--- src/rtl/reg_write_arbiter.sv ---
// Register-file write arbiter: two single-write requesters (ALU, memory load)
// share one write port; a clear sequence zeroes all 8 registers on request.
module reg_write_arbiter #(
  parameter bit FAIR = 1'b1
) (
  input  logic       CLK,
  input  logic       RESET,
  input  logic       A_REQ,
  input  logic [2:0] A_ADDR,
  input  logic [7:0] A_DATA,
  output logic       A_ACK,
  input  logic       B_REQ,
  input  logic [2:0] B_ADDR,
  input  logic [7:0] B_DATA,
  output logic       B_ACK,
  input  logic       CLR_START,
  output logic       WRITE,
  output logic [2:0] INADDRESS,
  output logic [7:0] IN,
  output logic       BUSY
);

  // Handshake: a requester holds REQ/ADDR/DATA stable until it sees ACK high;
  // during its ACK cycle it counts as not requesting, so each request is
  // issued exactly once, and it may change REQ/ADDR/DATA at the edge ending ACK.
  typedef enum logic {
    IDLE  = 1'b0,
    CLEAR = 1'b1
  } state_t;

  state_t     state_q;
  logic [2:0] count_q;
  logic       last_a_q;
  logic       write_q;
  logic [2:0] addr_q;
  logic [7:0] data_q;
  logic       a_ack_q;
  logic       b_ack_q;
  logic       busy_q;

  logic a_elig;
  logic b_elig;
  logic grant_a;
  logic grant_b;
  logic start_clr;
  logic clear_run;
  logic arb_en;

  assign a_elig  = A_REQ && !a_ack_q;
  assign b_elig  = B_REQ && !b_ack_q;
  assign grant_a = a_elig && (!b_elig || !FAIR || !last_a_q);
  assign grant_b = b_elig && !grant_a;

  assign start_clr = (state_q == IDLE) && CLR_START;
  assign clear_run = (state_q == CLEAR) && (count_q != 3'd7);
  // Arbitration happens in IDLE and also on the edge that leaves CLEAR.
  assign arb_en    = !start_clr && !clear_run;

  always_ff @(posedge CLK) begin
    if (RESET) begin
      state_q  <= IDLE;
      count_q  <= 3'd0;
      last_a_q <= 1'b0;
      write_q  <= 1'b0;
      addr_q   <= 3'd0;
      data_q   <= 8'd0;
      a_ack_q  <= 1'b0;
      b_ack_q  <= 1'b0;
      busy_q   <= 1'b0;
    end else begin
      write_q <= 1'b0;
      a_ack_q <= 1'b0;
      b_ack_q <= 1'b0;
      unique case (state_q)
        IDLE: begin
          if (start_clr) begin
            state_q <= CLEAR;
            count_q <= 3'd0;
            write_q <= 1'b1;
            addr_q  <= 3'd0;
            data_q  <= 8'd0;
            busy_q  <= 1'b1;
          end
        end
        CLEAR: begin
          if (clear_run) begin
            count_q <= count_q + 3'd1;
            write_q <= 1'b1;
            addr_q  <= count_q + 3'd1;
            data_q  <= 8'd0;
          end else begin
            state_q <= IDLE;
            count_q <= 3'd0;
            busy_q  <= 1'b0;
          end
        end
        default: state_q <= IDLE;
      endcase
      if (arb_en && grant_a) begin
        write_q  <= 1'b1;
        addr_q   <= A_ADDR;
        data_q   <= A_DATA;
        a_ack_q  <= 1'b1;
        last_a_q <= 1'b1;
      end else if (arb_en && grant_b) begin
        write_q  <= 1'b1;
        addr_q   <= B_ADDR;
        data_q   <= B_DATA;
        b_ack_q  <= 1'b1;
        last_a_q <= 1'b0;
      end
    end
  end

  assign WRITE     = write_q;
  assign INADDRESS = addr_q;
  assign IN        = data_q;
  assign A_ACK     = a_ack_q;
  assign B_ACK     = b_ack_q;
  assign BUSY      = busy_q;

endmodule
--- config.mk ---
export PLATFORM = sky130hd
export DESIGN_NAME = reg_write_arbiter
export DESIGN_NICKNAME = d
export VERILOG_FILES = /design/src/rtl/reg_write_arbiter.sv
export SDC_FILE = /design/constraint.sdc
export NUM_CORES = 1
export LEC_CHECK = 0
export CAP_MARGIN = 20
export CORE_ASPECT_RATIO = 1.5
export CORE_MARGIN = 5
export CORE_UTILIZATION = 25
export CTS_BUF_LIST = sky130_fd_sc_hd__clkbuf_16
export CTS_CLUSTER_DIAMETER = 60
export CTS_CLUSTER_SIZE = 30
export DETAILED_ROUTE_END_ITERATION = 10
export MAX_ROUTING_LAYER = met4
export PLACE_DENSITY = 0.58
export SYNTH_ARGS = -nofsm -noshare
export SYNTH_HDL_FRONTEND = slang
export SYNTH_SLANG_ARGS = --single-unit
--- constraint.sdc ---
create_clock -name CLK -period 2.4 [get_ports CLK]
set_input_delay 0.36 -clock CLK [delete_from_list [all_inputs] [get_ports CLK]]
set_output_delay 0.36 -clock CLK [all_outputs]
set_load 0.005 [all_outputs]
# [Word level (Yosys, flattened, before mapping)]
# Cells that the tools add are included.
[word_totals] ff_bits=20 input_bits=27 output_inout_bits=15 word_cells=61
[classes] addsub=1 eq_ne=5 muxes=24 bitwise=1 reduce_logical=21
[op_table] op="$mux 8" n=4
[op_table] op="$pmux 8 s2" n=1
[op_table] op="$mux 3" n=5
[op_table] op="$pmux 3 s2" n=2
[op_table] op="$mux 1" n=10
[op_table] op="$logic_and 1x1->1" n=9
[op_table] op="$logic_not 1->1" n=7
[op_table] op="$ne 2x2->1 const B" n=2
[op_table] op="$ne 4x1->1 const B" n=1
[op_table] op="$ne 4x2->1 const B" n=1
[op_table] op="$pmux 1 s2" n=2
[op_table] op="$reduce_and 2->1" n=2
[op_table] op="$add 3x1->3 const B" n=1
[op_table] op="$ne 3x3->1 const B" n=1
[op_table] op="$reduce_bool 2->1" n=1
[op_table] op="$reduce_or 2->1" n=1
[op_table] op="$logic_or 1x1->1" n=1
[op_table] op="$not 1->1" n=1

# [Logic depth before layout (Yosys ltp)]
# Gate-level depths: netlist of run 1.
[logic_depth] ltp_word=10 ltp_mapped=7 depth_no_buf=6

# [Worst setup path after synthesis of run 1]
# No wires, ideal clock.
[synth_path] kind="register to register" start="register count_q[0]" end="register data_q[0], in the netlist IN[0]" setup_time_ns=0.074 arrival_ns=1.460 t_required_ns=2.326 path_slack_ns=0.866 stages_incl_launch_ff=8 n_path_buf=1 synth_period_minus_slack_ns=1.534 path_cell_list="dfxtp_1 ha_1 ha_1 nor2b_4 or3_1 buf_6 o21bai_1 a31oi_1"
[synth_between] elab_chain_cells=7 elab_cells_between_ends=11 cone_classes="3 x eq/ne; 2 x mux; 6 x reduce/logical"
[synth_lines] element="from (decl)" line="32" source="logic [2:0] count_q;"
[synth_lines] element="from (signal assigned)" line="87" source="count_q <= count_q + 3'd1;"
[synth_lines] element="$ne 3x3->1 *" line="55" source="assign clear_run = (state_q == CLEAR) && (count_q != 3'd7);"
[synth_lines] element="$logic_and 1x1->1 *" line="55"
[synth_lines] element="$logic_not 1->1" line="57" source="assign arb_en = !start_clr && !clear_run;"
[synth_lines] element="$logic_and 1x1->1" line="57"
[synth_lines] element="$logic_and 1x1->1, on equally long branches" line="99, 105"
[synth_lines] element="$ne 4x2->1 (no line) (tied with other cells)"
[synth_lines] element="$reduce_and 2->1 (no line) / $mux 8 (equally long branches)"
[synth_lines] element="to (signal assigned)" line="66" source="data_q <= 8'd0;"
[synth_lines] element="to (signal assigned)" line="102" source="data_q <= A_DATA;"
[synth_lines] element="to (signal assigned)" line="108" source="data_q <= B_DATA;"
[synth_lines] element="to (decl)" line="36" source="logic [7:0] data_q;"
# Mark *: on every way between the ends. The rest lies on a longest branch, timed or not.
# A chain may end at the register's enable or synchronous reset.

# [Final worst setup path of run 1]
[layout_path] start="register count_q[0]" end="register data_q[7], in the netlist IN[7]"
# Same word-level chain as after synthesis.

==> results.json, run 1 <==
{
  "stdcell_count": 190,
  "setup-tns-final_ns": 0,
  "yosysWarningCount": 0,
  "cp.required_ns": 2.58,
  "grt_pass1_wl_mm": 4.31,
  "io_pins": 42,
  "cts_buffer_depth": 2,
  "synth_fa_ha_area_frac": 0.0279,
  "skew_ns": 0.00271,
  "synth_top_family_by_area": "simple AND/OR/NAND/NOR gates",
  "drc_errors": 0,
  "dp.cells": 186,
  "rows": 26,
  "setup_violations": 0,
  "syn_avg_cell_area_um2": 8.48,
  "synth-simple-area-share": 0.253,
  "cp.arrival_ns": 1.89,
  "holdBufCountCts": 0,
  "synth.distinct_cells": 28,
  "cts_tree": "yes",
  "die_height_um": 83.4,
  "p_leak_uw": 0.000541,
  "hold_viol_final": 0,
  "multi_input_area_um2": 458,
  "cts_root_buffer": "clkbuf_16",
  "antenna_found_initial": 0,
  "drt_first_pass_iters": 4,
  "initial_core_util": 0.261,
  "drtIter0Drc": 18,
  "critPathKind": "register to register",
  "power_uw": 898,
  "start_kind": "register",
  "grt_pass1_vias": 963,
  "cpPeakStageDelay_ns": 0.49,
  "powerDensity_nw_per_um2": 628,
  "synth_xor_xnor_area_share": 0,
  "cts.sinks": 20,
  "drv_cap": 0,
  "cts_resized": 0,
  "area_growth_pct": 59.2,
  "netlist_area_um2": 898,
  "drive_gt1_frac": 0.0608,
  "cts-buffers-inserted": 3,
  "hold_slack_ns": 0.475,
  "fin_crit_ns": 1.71,
  "fmax_mhz": 583,
  "vias_per_cell": 4.96,
  "drv_slew": 0,
  "cts_setup_buffers": 0,
  "cpMaxStageDelayCell": "or3_1",
  "hold_path.class": "register to register",
  "crit_chain": "ha_1 > ha_1 > nor2b_4 > or3_1 > o21bai_1 > a31oi_1",
  "crit_top_cell": "ha_1",
  "antennaDiodeCount": 0,
  "status": "completed",
  "hpwl_mm": 2.16,
  "synth-compound-area-share": 0.228,
  "stdcell_area_um2": 1430,
  "clkTransAtPathRegs_ns": 0.06,
  "grt_max_degree": 18,
  "final.period_utilization": 0.714,
  "endpoint_kind": "register",
  "wl_per_cell_um": 14.4,
  "ys_ff_latch": 20,
  "totalWireLength_mm": 2.74,
  "rsz0062_at_grt": "no",
  "synth_mux_area_frac": 0,
  "place_area_um2": 1350,
  "worst_slew_margin_rel": 0.644,
  "gp_congestion": 0.854,
  "core_um2": 3450,
  "vdd_drop_max_v": 0.000315,
  "dieArea_um2": 4920,
  "grt_overflow_total": 0,
  "portBuffers": 41,
  "fillers": 359,
  "critPathMaxFanout": 9,
  "seq_area_frac_synth": 0.446,
  "layout.nets": 178,
  "vias": 943,
  "htreeDepth": 1,
  "postSynthCellCount": 106,
  "die_w_um": 58.9,
  "clk_latency_ns": 0.25,
  "ant_nets": 0,
  "synth.net_count": 135,
  "seq_area_um2": 400,
  "worstMarginPinSlew_ns": 0.533,
  "grt_usage": 0.113
}
-- area by class of cell --
cell class                      instances  area share
Tap cell                               42      0.0367
Clock inverter                          1     0.00262
Multi-Input combinational cell         79       0.320
Timing Repair Buffer                   45       0.308
Sequential cell                        20       0.280
Clock buffer                            3      0.0525
-- worst max-delay path: cells and delay by family, from the launching register on --
kind | cells | cell delay [ns]
simple gates | 2 | 0.56
fa+ha+maj | 2 | 0.35
flops | 1 | 0.35
compound gates | 2 | 0.37
-- power breakdown --
group | switching (µW) | internal [µW] | leakage (µW)
registers | 13.2 | 354 | 0.000164
clock network | 125 | 222 | 0.0000385
logic | 78.3 | 105 | 0.000338
-- cells in the mapped netlist --
| cell type | instances | area [µm²] |
|---|---|---|
| dfxtp_1 | 20 | 400 |
| nand2_1 | 13 | 48.8 |
| nand3_1 | 12 | 60.1 |
| a31oi_1 | 11 | 68.8 |
| nor2_1 | 8 | 30.0 |
| o21bai_1 | 8 | 60.1 |
| a21oi_1 | 6 | 30.0 |
| buf_2 | 4 | 20.0 |
| nor2b_1 | 3 | 18.8 |
| ha_1 | 2 | 25.0 |
| nand2b_1 | 2 | 12.5 |
| a21o_1 | 1 | 7.51 |
| a22oi_1 | 1 | 7.51 |
| a311oi_1 | 1 | 8.76 |
| a32oi_1 | 1 | 8.76 |
| and2_1 | 1 | 6.26 |
| buf_6 | 1 | 11.3 |
| clkbuf_1 | 1 | 3.75 |
| clkbuf_2 | 1 | 5.00 |
| nand4_1 | 1 | 6.26 |
| nor2b_4 | 1 | 13.8 |
| nor3_1 | 1 | 5.00 |
| nor3b_1 | 1 | 7.51 |
| nor4_1 | 1 | 6.26 |
| o21ai_0 | 1 | 5.00 |
| o221ai_1 | 1 | 8.76 |
| or2_2 | 1 | 6.26 |
| or3_1 | 1 | 6.26 |
-- state kept, by name, indices dropped and copies added, names as in the netlist --
name       flops
last_a_q       1
BUSY           1
state_q        1
INADDRESS      3
A_ACK          1
B_ACK          1
IN             8
count_q        3
WRITE          1
-- worst paths after layout --
check	startpoint	end	slack, ns	cells past startpoint
max	count_q[0]	IN[7]	0.69	6
min	count_q[2]	count_q[2]	0.47	2
max reg2reg	count_q[0]	IN[7]	0.69	6
min reg2reg	count_q[2]	count_q[2]	0.47	2
-- cells in the final DEF (no fill, tap or decap), drive strengths merged --
cell type | Yosys | layout
nor3 | 1 | 1
or3 | 1 | 1
nor3b | 1 | 1
a22oi | 1 | 1
nand2b | 2 | 2
buf | 5 | 4
clkbuf | 2 | 3
a32oi | 1 | 1
o21bai | 8 | 8
nor2 | 8 | 8
a31oi | 11 | 11
a311oi | 1 | 1
o21ai | 1 | 1
nand2 | 13 | 13
nand3 | 12 | 12
a21o | 1 | 1
and2 | 1 | 1
a21oi | 6 | 6
ha | 2 | 2
or2 | 1 | 1
nor2b | 4 | 4
nor4 | 1 | 1
o221ai | 1 | 1
clkdlybuf4s50 | 0 | 41
clkinv | 0 | 1
nand4 | 1 | 1
dfxtp | 20 | 20
-- stage by stage --
| stage | utilization | worst slack [ns] |
|---|---|---|
| 3_5_place_dp | 0.392 | 0.507 |
| 6_report | 0.415 | 0.686 |
| 3_3_place_gp | 0.392 | 0.553 |
| 5_1_grt | 0.415 | 0.534 |
| 4_1_cts | 0.415 | 0.658 |
| 2_1_floorplan | - | 0.866 |
-- layer usage --
metal	track usage	share of wire	vias to the layer above	wire length, µm
met1	0.119	0.40	433	1110
met4	0.0433	0.015	0	42
li1	-	-	468	-
met2	0.199	0.51	37	1410
met5	-	0	-	0
met3	0.0248	0.067	5	184
-- cell families (layout without fill, tap and decap cells) --
kind of cell | count (synthesis) | in the layout
flip-flops | 20 | 20
AND/OR/NAND/NOR | 46 | 46
buffers and inverters | 7 | 49
adder cells (fa/ha/maj) | 2 | 2
AO/OA/AOI/OAI | 31 | 31
Power figures use the tool's default switching activity.
==> inputs of run 2 (changes only) <==
Settings changed: PLACE_DENSITY 0.58 to 0.6.
Clock period 2.4 ns to 1.4 ns, I/O delays scaled along.
==> run 2 against run 1 <==
The run now ends with negative setup slack left; worst setup slack got worse by 0.76 ns; global-route usage rose by 1.4 points; critical path depth rose by 1; sequential power rose by 72%; critical path type unchanged.
==> results.json, run 2 (synthesized netlist as in run 1, its figures left out) <==
{
  "rsz0062_at_grt": "yes",
  "timing.rr.end": "A_ACK",
  "min_to": "count_q[2]",
  "pre_cts_slack_ns": -0.296,
  "drv_slew": 0,
  "seqPwrFrac": 0.391,
  "grt_pass1_vias": 1066,
  "core_um2": 3450,
  "ant_nets": 0,
  "io_pins": 42,
  "drt_first_pass_iters": 4,
  "critPathTopFamily": "simple AND/OR/NAND/NOR gates",
  "hold_path.class": "register to register",
  "pwr-share-clk": 0.370,
  "worst_slew_margin_rel": 0.818,
  "p_sw_frac": 0.243,
  "grt_overflow_total": 0,
  "cts-buffers-inserted": 3,
  "antennaDiodeCount": 0,
  "hpwl_mm": 2.12,
  "cts_tree": "yes",
  "drive_gt1_frac": 0.195,
  "vias": 970,
  "die_height_um": 83.4,
  "powerDensity_nw_per_um2": 1010,
  "rr_worst_depth": 7,
  "p_int_uw": 1220,
  "power_frac_comb": 0.238,
  "clk_latency_ns": 0.25,
  "rows": 26,
  "cts.sinks": 20,
  "cp_num_buf_inv": 2,
  "critPathMaxFanout": 4,
  "setup_slack_ns": -0.0771,
  "grt_max_degree": 17,
  "grt_usage": 0.127,
  "worst-r2r-setup-slack_ns": -0.08,
  "worstMarginPinSlew_ns": 0.272,
  "portBuffers": 41,
  "wl_per_cell_um": 14.0,
  "final_core_util": 0.466,
  "htreeDepth": 1,
  "initial_core_util": 0.261,
  "critPathKind": "register to register",
  "violations": "negative setup slack",
  "dieArea_um2": 4920,
  "hp-start": "count_q[2]",
  "largest_reg_flops": 8,
  "skew_ns": 0.00145,
  "final.period_utilization": 1.06,
  "hold_viol_final": 0,
  "start_kind": "register",
  "status": "complete, but fails checks",
  "vdd_drop_max_v": 0.000638,
  "grt_pass1_wl_mm": 4.73,
  "crit_chain": "ha_4 > ha_4 > nor2b_4 > or3_4 > buf_4 > buf_4 > nor2_1",
  "cp.arrival_ns": 1.67,
  "cts_root_buffer": "clkbuf_16",
  "drc_errors": 0,
  "area_growth_pct": 78.8,
  "switchingPower_uw": 393,
  "worstHoldPathCells": 2,
  "p_leak_uw": 0.000608,
  "hold_slack_ns": 0.503,
  "layout.nets": 189,
  "antenna_found_initial": 0,
  "fin_crit_ns": 1.48,
  "endpoint_kind": "register",
  "cts_buffer_depth": 2,
  "gp_congestion": 0.850,
  "clkTransAtPathRegs_ns": 0.06,
  "layout_commonest_cell": "clkdlybuf4s50_1",
  "totalWireLength_mm": 2.81,
  "drv_cap": 0,
  "final_cell_mix": "clkdlybuf4s50_1 (41), dfxtp_1 (18), nand2_1 (13)",
  "cpPeakStageDelay_ns": 0.41,
  "drtIter0Drc": 10,
  "setup_violations": 11,
  "fmax_mhz": 677,
  "cpMaxStageDelayCell": "or3_4",
  "cp.required_ns": 1.59,
  "rr_startpoint": "count_q[0]",
  "vias_per_cell": 4.83,
  "die_w_um": 58.9
}
[run 2: how the worst max path moves through the flow]
stage / start / to / slack, ns / depth (start not counted)
after floorplan: count_q[1] / IN[0] / -0.08 / 7
after global placement: CLR_START / IN[0] / -0.24 / 5
after detailed placement: CLR_START / IN[1] / -0.30 / 5
after CTS: count_q[0] / IN[1] / -0.08 / 6
after global routing: count_q[0] / IN[1] / -0.16 / 6
final: count_q[0] / A_ACK / -0.08 / 7
[run 2: per-stage QoR]
| stage | total power (µW) | std cells | instance area (µm²) | setup TNS (ns) |
|---|---|---|---|---|
| 6_report | 1620 | 201 | 1610 | -0.502 |
| 5_1_grt | 1700 | 201 | 1610 | -1.40 |
| 4_1_cts | 1630 | 200 | 1600 | -0.511 |
| 3_5_place_dp | 1000 | 195 | 1470 | -3.16 |
| 3_3_place_gp | 995 | 195 | 1470 | -2.67 |
| 2_1_floorplan | 789 | 106 | 926 | -0.630 |
[run 2: power by group through the flow]
stage,Sequential [µW],Clock (µW),Combinational [µW]
global placement,643,0,353
detailed placement,644,0,358
global route,639,637,421
floorplan,644,0,146
finish,633,598,385
CTS,633,610,384
[run 2: area by class of cell]
| class | count | area, µm² |
|---|---|---|
| Sequential cell | 20 | 403 |
| Clock inverter | 1 | 3.75 |
| Fill cell | 353 | 1840 |
| Clock buffer | 3 | 75.1 |
| Multi-Input combinational cell | 80 | 528 |
| Tap cell | 42 | 52.6 |
| Timing Repair Buffer | 55 | 544 |
[run 2: routing by layer]
layer	vias up	wire length, µm	track usage
met5	-	0	-
li1	491	-	-
met4	0	55	0.0619
met2	33	1510	0.216
met3	5	163	0.0264
met1	441	1090	0.134
[run 2: worst reg2reg max path: cells and delay by family, from the launching register on]
family / cells / cell delay, ns
and+or+nand+nor: 3 / 0.53
DFF: 1 / 0.35
adders and majority gates: 2 / 0.29
buffers and inverters: 2 / 0.27
[run 2: timing repair]
item                                    CTS  global route
endpoints found under the setup margin   14            13
gates cloned                              1             0
pin swaps                                 7             3
hold buffers                              0             0
buffers inserted                          0             1
gates resized for setup                  11             1
==> inputs of run 3 (changes only) <==
Settings changed: CORE_ASPECT_RATIO 1.5 to 1.4.
==> run 3 against run 2 <==
Worst hold slack got worse by 0.011 ns; largest cell class unchanged; sequential share of layout area fell by 0.33 points; critical path type unchanged; worst setup slack improved by 0.023 ns; the flow still finishes with violations (negative setup slack); global-route usage fell by 0.53 points.
==> results.json, run 3 (synthesized netlist as in run 1, its figures left out) <==
{
  "die_w_um": 60.7,
  "drv_cap": 0,
  "endpoint_kind": "register",
  "critPathMaxFanout": 5,
  "gr-usage-met2": 0.212,
  "drt_first_pass_iters": 3,
  "power_uw": 1620,
  "skew_ns": 0.00420,
  "fin_crit_ns": 1.45,
  "p_leak_uw": 0.000610,
  "final.period_utilization": 1.04,
  "rows": 25,
  "vdd_drop_max_v": 0.000731,
  "drv_slew": 0,
  "worst_slew_margin_rel": 0.799,
  "io_pins": 42,
  "cp.arrival_ns": 1.61,
  "grt_pass1_vias": 1028,
  "min_to": "last_a_q",
  "hpwl_mm": 2.09,
  "cts_root_buffer": "clkbuf_16",
  "vias": 970,
  "gp_congestion": 0.757,
  "layout_commonest_cell": "clkdlybuf4s50_1",
  "cts_buffer_depth": 2,
  "pre_cts_slack_ns": -0.302,
  "final_core_util": 0.473,
  "grt_pass1_wl_mm": 4.44,
  "htreeDepth": 1,
  "area_growth_pct": 81.2,
  "die_height_um": 80.9,
  "totalWireLength_mm": 2.78,
  "cp.required_ns": 1.56,
  "grt_usage": 0.122,
  "rsz0062_at_grt": "yes",
  "fillers": 334,
  "hold_path.class": "register to register",
  "status": "complete, but fails checks",
  "cts.sinks": 20,
  "hold_viol_final": 0,
  "antennaDiodeCount": 0,
  "core_um2": 3440,
  "busiest_layer": "met2",
  "ant_nets": 0,
  "worstMarginPinSlew_ns": 0.300,
  "worst-r2r-setup-slack_ns": -0.05,
  "fmax_mhz": 688,
  "clk_latency_ns": 0.25,
  "wl_per_cell_um": 14.0,
  "layout.nets": 189,
  "drc_errors": 0,
  "holdBufCountCts": 0,
  "use_met3": 0.0413,
  "grt_overflow_total": 0,
  "setup_violations": 9,
  "hp-start": "last_a_q",
  "worstHoldPathCells": 2,
  "violations": "negative setup slack",
  "powerDensity_nw_per_um2": 993,
  "antenna_found_initial": 0,
  "setup_slack_ns": -0.0541,
  "portBuffers": 41,
  "start_kind": "register",
  "timing.rr.end": "INADDRESS[2]",
  "initial_core_util": 0.261,
  "use_met1": 0.126,
  "rr_startpoint": "count_q[0]",
  "grt_max_degree": 17,
  "cts-buffers-inserted": 3,
  "dieArea_um2": 4910,
  "critPathKind": "register to register",
  "largest_reg_flops": 8,
  "clkTransAtPathRegs_ns": 0.06,
  "drive_gt1_frac": 0.209,
  "vias_per_cell": 4.90,
  "drtIter0Drc": 18,
  "final_cell_mix": "clkdlybuf4s50_1 (41), dfxtp_1 (18), nand2_1 (13)",
  "rr_worst_depth": 7,
  "cts_tree": "yes"
}
[run 3: worst max-delay path, cell delays in order, from the launching register on]
cell	delay [ns]
dfxtp_2	0.33
ha_4	0.16
ha_4	0.16
nor2b_4	0.19
buf_6	0.14
or2_4	0.14
nor3_2	0.04
a311oi_1	0.21
[run 3: power by group]
group          leakage, µW  switching, µW  internal, µW
Clock            0.0000370            206           377
Sequential        0.000165           24.9           608
Combinational     0.000408            158           243
[run 3: what timing repair did]
| item | in CTS | in global routing |
|---|---|---|
| pin swaps | 6 | 7 |
| hold endpoints to repair | 0 | 0 |
| gates cloned | 1 | 0 |
| setup buffers | 2 | 0 |
| gates resized for setup | 11 | 6 |
| setup endpoints to repair | 13 | 14 |
[run 3: worst max path at each step]
stage,startpoint,endpoint,slack [ns],depth (start not counted)
global route,count_q[0],IN[4],-0.16,6
CTS,count_q[0],IN[0],-0.05,6
global placement,CLR_START,IN[4],-0.25,5
finish,count_q[0],INADDRESS[2],-0.05,7
floorplan,count_q[1],IN[0],-0.08,7
detailed placement,CLR_START,INADDRESS[2],-0.30,6
[run 3: cell type report]
| cell class | count | area, µm² | share of cell area |
|---|---|---|---|
| flip-flops and latches | 20 | 403 | 0.248 |
| repair buffers | 55 | 552 | 0.339 |
| multi-input cells | 80 | 548 | 0.337 |
| well taps | 40 | 50.0 | 0.0307 |
| clock buffers | 3 | 75.1 | 0.0461 |
[run 3: layer usage]
| layer | part of all wire | routed length [µm] |
|---|---|---|
| met1 | 0.38 | 1070 |
| met2 | 0.52 | 1440 |
| met3 | 0.085 | 236 |
| met4 | 0.014 | 38 |
| met5 | 0 | 0 |
[run 3: through the flow]
step / cell area [µm²] / cells / hold slack, ns / TNS [ns]
after detailed placement: 1460 / 192 / 0.481 / -3.02
final: 1630 / 198 / 0.493 / -0.389
after floorplan: 926 / 106 / 0.289 / -0.630
after global placement: 1460 / 192 / 0.478 / -2.74
after global routing: 1630 / 198 / 0.529 / -1.27
after CTS: 1600 / 198 / 0.497 / -0.334
